[config.mk]
export PLATFORM = sky130hd
export DESIGN_NAME = wb_write_scheduler
export DESIGN_NICKNAME = d
export VERILOG_FILES = /design/src/rtl/wb_pkg.sv /design/src/rtl/wb_fifo.sv /design/src/rtl/wb_write_scheduler.sv
export SDC_FILE = /design/constraint.sdc
export NUM_CORES = 1
export LEC_CHECK = 0
export CORE_ASPECT_RATIO = 0.7
export CORE_UTILIZATION = 50
export DETAILED_ROUTE_END_ITERATION = 8
export MAX_ROUTING_LAYER = met4
export PLACE_DENSITY = 0.75
export SLEW_MARGIN = 20
export SYNTH_ARGS = -nofsm -noshare
export SYNTH_HDL_FRONTEND = slang
export SYNTH_HIERARCHICAL = 1
export SYNTH_SLANG_ARGS = --single-unit
export TNS_END_PERCENT = 30
[constraint.sdc]
create_clock -name clock -period 3.43 [get_ports clock]
set_input_delay 0.686 -clock clock [delete_from_list [all_inputs] [get_ports clock]]
set_output_delay 0.686 -clock clock [all_outputs]
set_load 0.01 [all_outputs]
[src/rtl/wb_pkg.sv]
// Shared types and constants for the writeback scheduler slice.
package wb_pkg;

  localparam int DATA_W = 32;
  localparam int IDX_W  = 5;
  localparam int CNT_W  = 16;

  // One buffered writeback result.
  typedef struct packed {
    logic [DATA_W-1:0] data;
    logic [IDX_W-1:0]  index;
  } wb_entry_t;

  // Which channel wins the next same-index conflict.
  typedef enum logic {
    PRI_A = 1'b0,
    PRI_B = 1'b1
  } pri_t;

endpackage

[src/rtl/wb_fifo.sv]
// Small synchronous FIFO of writeback entries. The head is read straight
// from the storage array, so it is valid whenever the FIFO is non-empty.
// A full FIFO refuses a push even if it pops in the same cycle.
module wb_fifo
  import wb_pkg::*;
#(
  parameter int DEPTH = 4
) (
  input  logic                     clock,
  input  logic                     clear,
  input  logic                     push,
  input  wb_entry_t                push_entry,
  input  logic                     pop,
  output wb_entry_t                head,
  output logic                     full,
  output logic                     empty,
  output logic [$clog2(DEPTH):0]   count
);

  localparam int PTR_W = $clog2(DEPTH);
  localparam int CW    = PTR_W + 1;
  localparam logic [PTR_W-1:0] PTR_ONE = PTR_W'(1);
  localparam logic [CW-1:0]    CNT_ONE = CW'(1);
  localparam logic [CW-1:0]    CNT_MAX = CW'(DEPTH);

  wb_entry_t        mem [DEPTH];
  logic [PTR_W-1:0] wr_ptr;
  logic [PTR_W-1:0] rd_ptr;
  logic             do_push;
  logic             do_pop;

  assign full    = (count == CNT_MAX);
  assign empty   = (count == '0);
  assign do_push = push && !full;
  assign do_pop  = pop && !empty;
  assign head    = mem[rd_ptr];

  // Pointer and occupancy bookkeeping; pointers wrap naturally at DEPTH.
  always_ff @(posedge clock or posedge clear) begin
    if (clear) begin
      wr_ptr <= '0;
      rd_ptr <= '0;
      count  <= '0;
    end else begin
      if (do_push) wr_ptr <= wr_ptr + PTR_ONE;
      if (do_pop)  rd_ptr <= rd_ptr + PTR_ONE;
      case ({do_push, do_pop})
        2'b10:   count <= count + CNT_ONE;
        2'b01:   count <= count - CNT_ONE;
        default: count <= count;
      endcase
    end
  end

  // Entry storage; contents need no reset because the pointers gate them.
  always_ff @(posedge clock) begin
    if (do_push) mem[wr_ptr] <= push_entry;
  end

endmodule

[src/rtl/wb_write_scheduler.sv]
// Writeback scheduler feeding the dual-write register file.
// Channel A (ALU) always drives port 1, channel B (load unit) port 2.
// When both FIFO heads target the same index, only the channel named by the
// priority bit issues; the other follows next cycle so the later write wins.
// Optional build macro WB_CONFLICT_CNT_EN adds a saturating 16-bit
// conflict_count output.
module wb_write_scheduler #(
  parameter int DEPTH  = 4,
  parameter int DATA_W = 32,
  parameter int IDX_W  = 5
) (
  input  logic              clock,
  input  logic              clear,
  input  logic              a_valid,
  output logic              a_ready,
  input  logic [DATA_W-1:0] a_data,
  input  logic [IDX_W-1:0]  a_index,
  input  logic              b_valid,
  output logic              b_ready,
  input  logic [DATA_W-1:0] b_data,
  input  logic [IDX_W-1:0]  b_index,
  output logic              write1,
  output logic [DATA_W-1:0] write_data1,
  output logic [IDX_W-1:0]  write_index1,
  output logic              write2,
  output logic [DATA_W-1:0] write_data2,
  output logic [IDX_W-1:0]  write_index2,
  output logic              idle
`ifdef WB_CONFLICT_CNT_EN
  ,
  output logic [15:0]       conflict_count
`endif
);

  import wb_pkg::*;

  localparam int CW = $clog2(DEPTH) + 1;

  wb_entry_t     a_entry;
  wb_entry_t     b_entry;
  wb_entry_t     a_head;
  wb_entry_t     b_head;
  logic          a_full;
  logic          a_empty;
  logic          b_full;
  logic          b_empty;
  logic [CW-1:0] a_count;
  logic [CW-1:0] b_count;
  logic          a_push;
  logic          b_push;
  logic          pop_a;
  logic          pop_b;
  logic          conflict;
  pri_t          pri;
  pri_t          pri_next;

  // Ready is forced low while clear is held.
  assign a_ready = !clear && !a_full;
  assign b_ready = !clear && !b_full;
  assign a_push  = a_valid && a_ready;
  assign b_push  = b_valid && b_ready;
  assign a_entry = '{data: a_data, index: a_index};
  assign b_entry = '{data: b_data, index: b_index};

  wb_fifo #(.DEPTH(DEPTH)) u_fifo_a (
    .clock      (clock),
    .clear      (clear),
    .push       (a_push),
    .push_entry (a_entry),
    .pop        (pop_a),
    .head       (a_head),
    .full       (a_full),
    .empty      (a_empty),
    .count      (a_count)
  );

  wb_fifo #(.DEPTH(DEPTH)) u_fifo_b (
    .clock      (clock),
    .clear      (clear),
    .push       (b_push),
    .push_entry (b_entry),
    .pop        (pop_b),
    .head       (b_head),
    .full       (b_full),
    .empty      (b_empty),
    .count      (b_count)
  );

  // Issue decision and priority next-state from the current FIFO heads.
  always_comb begin
    conflict = 1'b0;
    pop_a    = 1'b0;
    pop_b    = 1'b0;
    pri_next = pri;
    conflict = !a_empty && !b_empty && (a_head.index == b_head.index);
    pop_a    = !a_empty && (!conflict || (pri == PRI_A));
    pop_b    = !b_empty && (!conflict || (pri == PRI_B));
    if (conflict) pri_next = (pri == PRI_A) ? PRI_B : PRI_A;
  end

  // Priority state register.
  always_ff @(posedge clock or posedge clear) begin
    if (clear) pri <= PRI_A;
    else       pri <= pri_next;
  end

  // Registered write ports; data and index hold while the enable is low.
  always_ff @(posedge clock or posedge clear) begin
    if (clear) begin
      write1       <= 1'b0;
      write_data1  <= '0;
      write_index1 <= '0;
      write2       <= 1'b0;
      write_data2  <= '0;
      write_index2 <= '0;
    end else begin
      write1 <= pop_a;
      write2 <= pop_b;
      if (pop_a) begin
        write_data1  <= a_head.data;
        write_index1 <= a_head.index;
      end
      if (pop_b) begin
        write_data2  <= b_head.data;
        write_index2 <= b_head.index;
      end
    end
  end

  // Drain indicator: nothing buffered and nothing on the ports.
  always_comb begin
    idle = 1'b0;
    idle = (a_count == '0) && (b_count == '0) && !write1 && !write2;
  end

`ifdef WB_CONFLICT_CNT_EN
  // Saturating count of cycles in which a same-index conflict was resolved.
  always_ff @(posedge clock or posedge clear) begin
    if (clear) begin
      conflict_count <= '0;
    end else if (conflict && (conflict_count != 16'hFFFF)) begin
      conflict_count <= conflict_count + 16'd1;
    end
  end
`endif

endmodule

* Word-level counts from Yosys, hierarchy flattened *
Memory sizes are Yosys's and may differ from the RTL's.
Cells that the tools add are included.
W data, S select, Z words.

storage, ports and cells
  register bits after elaboration = 91
  memory bits (writable) = 296
  input bits = 78
  output and inout port bits = 79
  word-level logic and storage cells = 67
  memories kept = 2

memory list
  memory        words  bits a word  read ports  clocked after Yosys merged registers in  wr ports  line           RTL
  u_fifo_a.mem  4      37           1           0                                        1         wb_fifo.sv:26  wb_entry_t mem [DEPTH];
  u_fifo_b.mem  4      37           1           0                                        1         wb_fifo.sv:26

cells by class
  add/sub/neg operators = 8
  equality and inequality tests = 7
  multiplexer cells = 7
  bitwise operators = 1
  reduce and logical (&&, ||, !) cells = 29

operator list
  operator               number
  $logic_and A1 B1 Y1    15
  $pmux W3 S2            2
  $add A2 B1 Y2 const B  4
  $logic_not A1 Y1       8
  $add A3 B1 Y3 const B  2
  $eq A3 B3 Y1 const B   2
  $logic_not A3 Y1       2
  $sub A3 B1 Y3 const B  2
  $eq A5 B5 Y1           1
  $mux W1                5
  $eq A2 B1 Y1 const B   2
  $eq A2 B2 Y1 const B   2
  $reduce_bool A2 Y1     2
  $logic_or A1 B1 Y1     2
  $not A1 Y1             1

* Depth between registers and ports, before layout *
  depth after elaboration = 10
  mapped depth = 15
  depth with buffers taken out = 11

* Hierarchy *
The synthesis kept the hierarchy.

modules (own cells, without submodules)
  module              times used  cells an instance  area each (um^2)  seq. area each (um^2)
  wb_fifo             2           231                5759.3            4619.4
  wb_write_scheduler  1           179                2979.1            1926.8

* Worst setup path before layout *
No wires, ideal clock.

  path type = reg-to-reg
  start point = reg u_fifo_a.rd_ptr[0]
  end point = reg u_fifo_a.count[2]
  library setup time = 0.079 ns
  arrival time = 3.121 ns
  required time = 3.351 ns
  path slack = 0.230 ns
  cell stages (with the launch flop) = 15
  buffers on the path = 3
  period minus slack after synthesis = 3.200 ns
  cell sequence = dfrtp_1 > buf_4 > mux4_2 > xor2_1 > a2111oi_4 > a31oi_1 > buf_4 > buf_6 > o31a_1 > ha_1 > inv_1 > fa_1 > xor2_1 > nor2_1 > xor2_1

RTL lines
  item                    line           RTL
  from (decl)             wb_fifo.sv:28  logic [PTR_W-1:0] rd_ptr;
  from (signal assigned)  wb_fifo.sv:46  if (do_pop) rd_ptr <= rd_ptr + PTR_ONE;
  to (signal assigned)    wb_fifo.sv:48  2'b10: count <= count + CNT_ONE;
  to (signal assigned)    wb_fifo.sv:49  2'b01: count <= count - CNT_ONE;
  to (signal assigned)    wb_fifo.sv:50  default: count <= count;
  to (decl)               wb_fifo.sv:17  output logic [$clog2(DEPTH):0] count

==> results.py <==
metrics = {
    "synthesis": {
        "ys_seq_area_frac": 0.770,
        "synth_edf_count": 296,
        "yosysMostFrequentCell": "edfxtp_1",
        "avgSynthCellArea_um2": 22.6,
        "yosys.area.top_type_share": 0.613,
        "synth_mux_area_frac": 0.175,
        "synthAdderAreaFrac": 0.0114,
        "synth_fp_nets": 731,
        "ys_seq_elements": 387,
        "ys_warn_count": 6,
        "syn_area_um2": 14500,
        "synth_top_family_by_area": "multiplexers",
        "synth_commonest_cells": "edfxtp_1, dfrtp_1, mux2_2",
        "syn_inst": 641,
        "synthArstFlopShare": 0.235,
        "synth.distinct_cells": 25,
        "synthXorXnorAreaFrac": 0.0103,
        "synth_area_leaders": "edfxtp_1, dfrtp_1, mux4_2",
        "synth_simple_gate_area_frac": 0.0110,
        "yosysTopAreaCell": "edfxtp_1",
        "synth_compound_area_frac": 0.00475,
        "synth_ff_type": "edfxtp_1",
    },
    "clocking": {
        "post_cts_buffers": 0,
        "cts.clk_slew.worst_paths_ns": 0.06,
        "clk_latency_ns": 0.52,
        "holdBufCountCts": 0,
        "cts-resized-gates": 0,
        "htree_levels": 2,
        "clock_sinks": 387,
        "clockBufferDepth": 3,
        "numCtsBuffers": 37,
        "cts_tree": "yes",
        "cts_root_buf": "clkbuf_16",
    },
    "global_route": {
        "grt_pass1_wl_um": 41500,
        "grtUsageTotal": 0.196,
        "antenna_found_initial": 0,
        "grt_max_degree": 46,
        "grt_remaining_overflow": 0,
        "grt_pass1_vias": 7311,
    },
    "critical_path": {
        "r2r_start": "u_fifo_b/rd_ptr[0]",
        "critPathMaxStageDelay_ns": 0.57,
        "slowest_stage": "mux4_2",
        "r2r.worst_path.cells": 11,
        "path_common_cell": "xor2_1",
        "critPathLaunch": "u_fifo_b/rd_ptr[0]",
        "critical_path.top_delay_family": "compound AO/OA/AOI/OAI gates",
        "rr_endpoint": "u_fifo_a/count[2]",
        "reg2reg_slack_ns": 0.29,
        "cp.required_ns": 3.87,
        "crit_arrival_ns": 3.58,
        "critPathMaxFanout": 9,
        "crit_chain": "mux4_2 -> xnor2_1 -> o2111a_1 -> a31oi_4 -> o31a_1 -> ha_1 -> inv_1 -> fa_1 -> xor2_1 -> nor2_1 -> xor2_1",
        "start_kind": "register",
        "critical_path_buf_inv_count": 1,
        "path_class": "reg -> reg",
        "end_kind": "register",
    },
    "sta": {
        "fin_crit_ns": 3.14,
        "fin_ws_ns": 0.288,
        "max_freq_mhz": 318,
        "rsz0062_at_grt": "false",
        "skew_ns": 0.0196,
        "slew_violations": 0,
        "hold_viol": 0,
        "setup_viol": 0,
        "finalSetupTns_ns": 0,
        "relSlewSlack": 0.481,
        "final.period_utilization": 0.916,
        "worstMarginPinSlew_ns": 0.772,
    },
    "floorplan": {
        "die_area_um2": 29700,
        "rows": 51,
        "die_y_um": 144,
        "start_util": 0.515,
        "core_um2": 28100,
        "die_w_um": 206,
        "io-pin-count": 157,
    },
    "placement": {
        "place_worst_setup_slack_ns": 0.299,
        "io_buffers": 156,
        "gp_congestion": 0.727,
        "place_hpwl_um": 17000,
    },
    "route": {
        "viasPerCell": 5.48,
        "first_pass_iters": 4,
        "drc": 0,
        "wire_per_inst_um": 22.3,
        "via_count": 6742,
        "drt-total-wl_um": 27400,
        "ant_nets": 0,
        "drt_iter0_markers": 379,
    },
    "finish": {
        "drive_above_1_share": 0.286,
        "syn_to_final_growth_pct": 23.3,
        "antenna_cells": 0,
        "nets": 921,
    },
    "min_path": {
        "hp-start": "write_data1[6]",
        "holdPathEnd": "write_data1[6]",
        "hp-class": "reg -> reg",
        "hold_depth": 1,
    },
    "power_and_ir_drop": {
        "p_per_area_nw_per_um2": 872,
        "p_leak_nw": 6.17,
        "vdd_ir_drop_max_v": 0.000492,
    },
    "run_status": {
        "status": "completed",
    },
    "job": {
        "max_cap_viol_count": 0,
    },
}
==> stage by stage <==
stage,area (µm²),power (mW),instances,util,hold slack [ns]
detailed placement,16600,11.7,1163,0.591,0.495
global placement,16600,11.5,1163,0.591,0.489
global route,17900,16.3,1231,0.635,0.520
CTS,17900,15.8,1231,0.635,0.509
finish,17900,15.6,1231,0.635,0.506
floorplan,14500,9.77,641,-,0.466
==> layout make-up <==
| type | instances | area [µm²] |
|---|---|---|
| sequential | 387 | 11200 |
| fill | 1818 | 10300 |
| multi-input combinational | 213 | 3130 |
| timing repair buffer | 175 | 1820 |
| clock buffer | 53 | 1100 |
| tap | 371 | 464 |
| clock inverter | 15 | 134 |
| inverter | 17 | 66.3 |
==> worst max-delay path by stage <==
stage / endpoint / depth (start not counted) / slack (ns)
3_3_place_gp: u_fifo_b/count[2] / 10 / 0.39
6_report: u_fifo_a/count[2] / 11 / 0.29
4_1_cts: u_fifo_a/count[2] / 11 / 0.25
3_5_place_dp: u_fifo_a/count[2] / 11 / 0.30
5_1_grt: u_fifo_a/count[2] / 11 / 0.09
2_1_floorplan: u_fifo_a/count[2] / 14 / 0.23
==> cells by family (layout without fill, tap and decap cells) <==
family                     after synthesis  in the layout
adders and majority gates               12             12
buffers and inverters                   41            260
AOI/OAI and AO/OA                        6              6
xor gates and xnor gates                17             17
DFF                                    387            387
muxes                                  152            152
and+or+nand+nor                         26             26
==> placed cells by master (no fill, tap or decap), drive strengths merged, types with 3 or more instances in the layout <==
cell and count:
xor2 7, ha 10, clkdlybuf4s50 156, edfxtp 296
clkinv 8, clkbuf 53, inv 18, and2 10
clkinvlp 4, nand2 3, buf 19, xnor2 10
mux4 74, mux2 76, nor2 5, dfrtp 91
==> worst register-to-register path: stages, from the launching register on <==
cell and delay, ns:
dfrtp_2 0.56, mux4_2 0.57, xnor2_1 0.16, o2111a_1 0.25, a31oi_4 0.21, o31a_1 0.23, ha_1 0.22, inv_1 0.06
fa_1 0.37, xor2_1 0.15, nor2_1 0.14, xor2_1 0.15
==> registers in the layout, summed over array words and instances (netlist names), 2 cells and up <==
| name | flops |
|---|---|
| write_index1 | 5 |
| u_fifo_a/count | 3 |
| write_data2 | 32 |
| u_fifo_b/mem | 148 |
| u_fifo_a/rd_ptr | 2 |
| u_fifo_b/wr_ptr | 2 |
| u_fifo_a/wr_ptr | 2 |
| u_fifo_a/mem | 148 |
| write_index2 | 5 |
| write_data1 | 32 |
| u_fifo_b/rd_ptr | 2 |
| u_fifo_b/count | 3 |
==> metal layers <==
layer / wire, µm / share of wire / vias up / global-route usage
met5: 0 / 0 / - / -
met4: 556 / 0.020 / 0 / 0.0608
met1: 11600 / 0.42 / 3595 / 0.251
met2: 14000 / 0.51 / 159 / 0.321
met3: 1250 / 0.046 / 36 / 0.0356
li1: - / - / 2952 / -
==> power breakdown <==
part,internal (mW),total [mW],switching (mW),leakage [nW]
clock,2.39,4.03,1.65,0.594
combinational,2.79,4.96,2.17,1.84
sequential,6.07,6.60,0.533,3.73
Note: power is estimated with default switching activity, not from simulation.
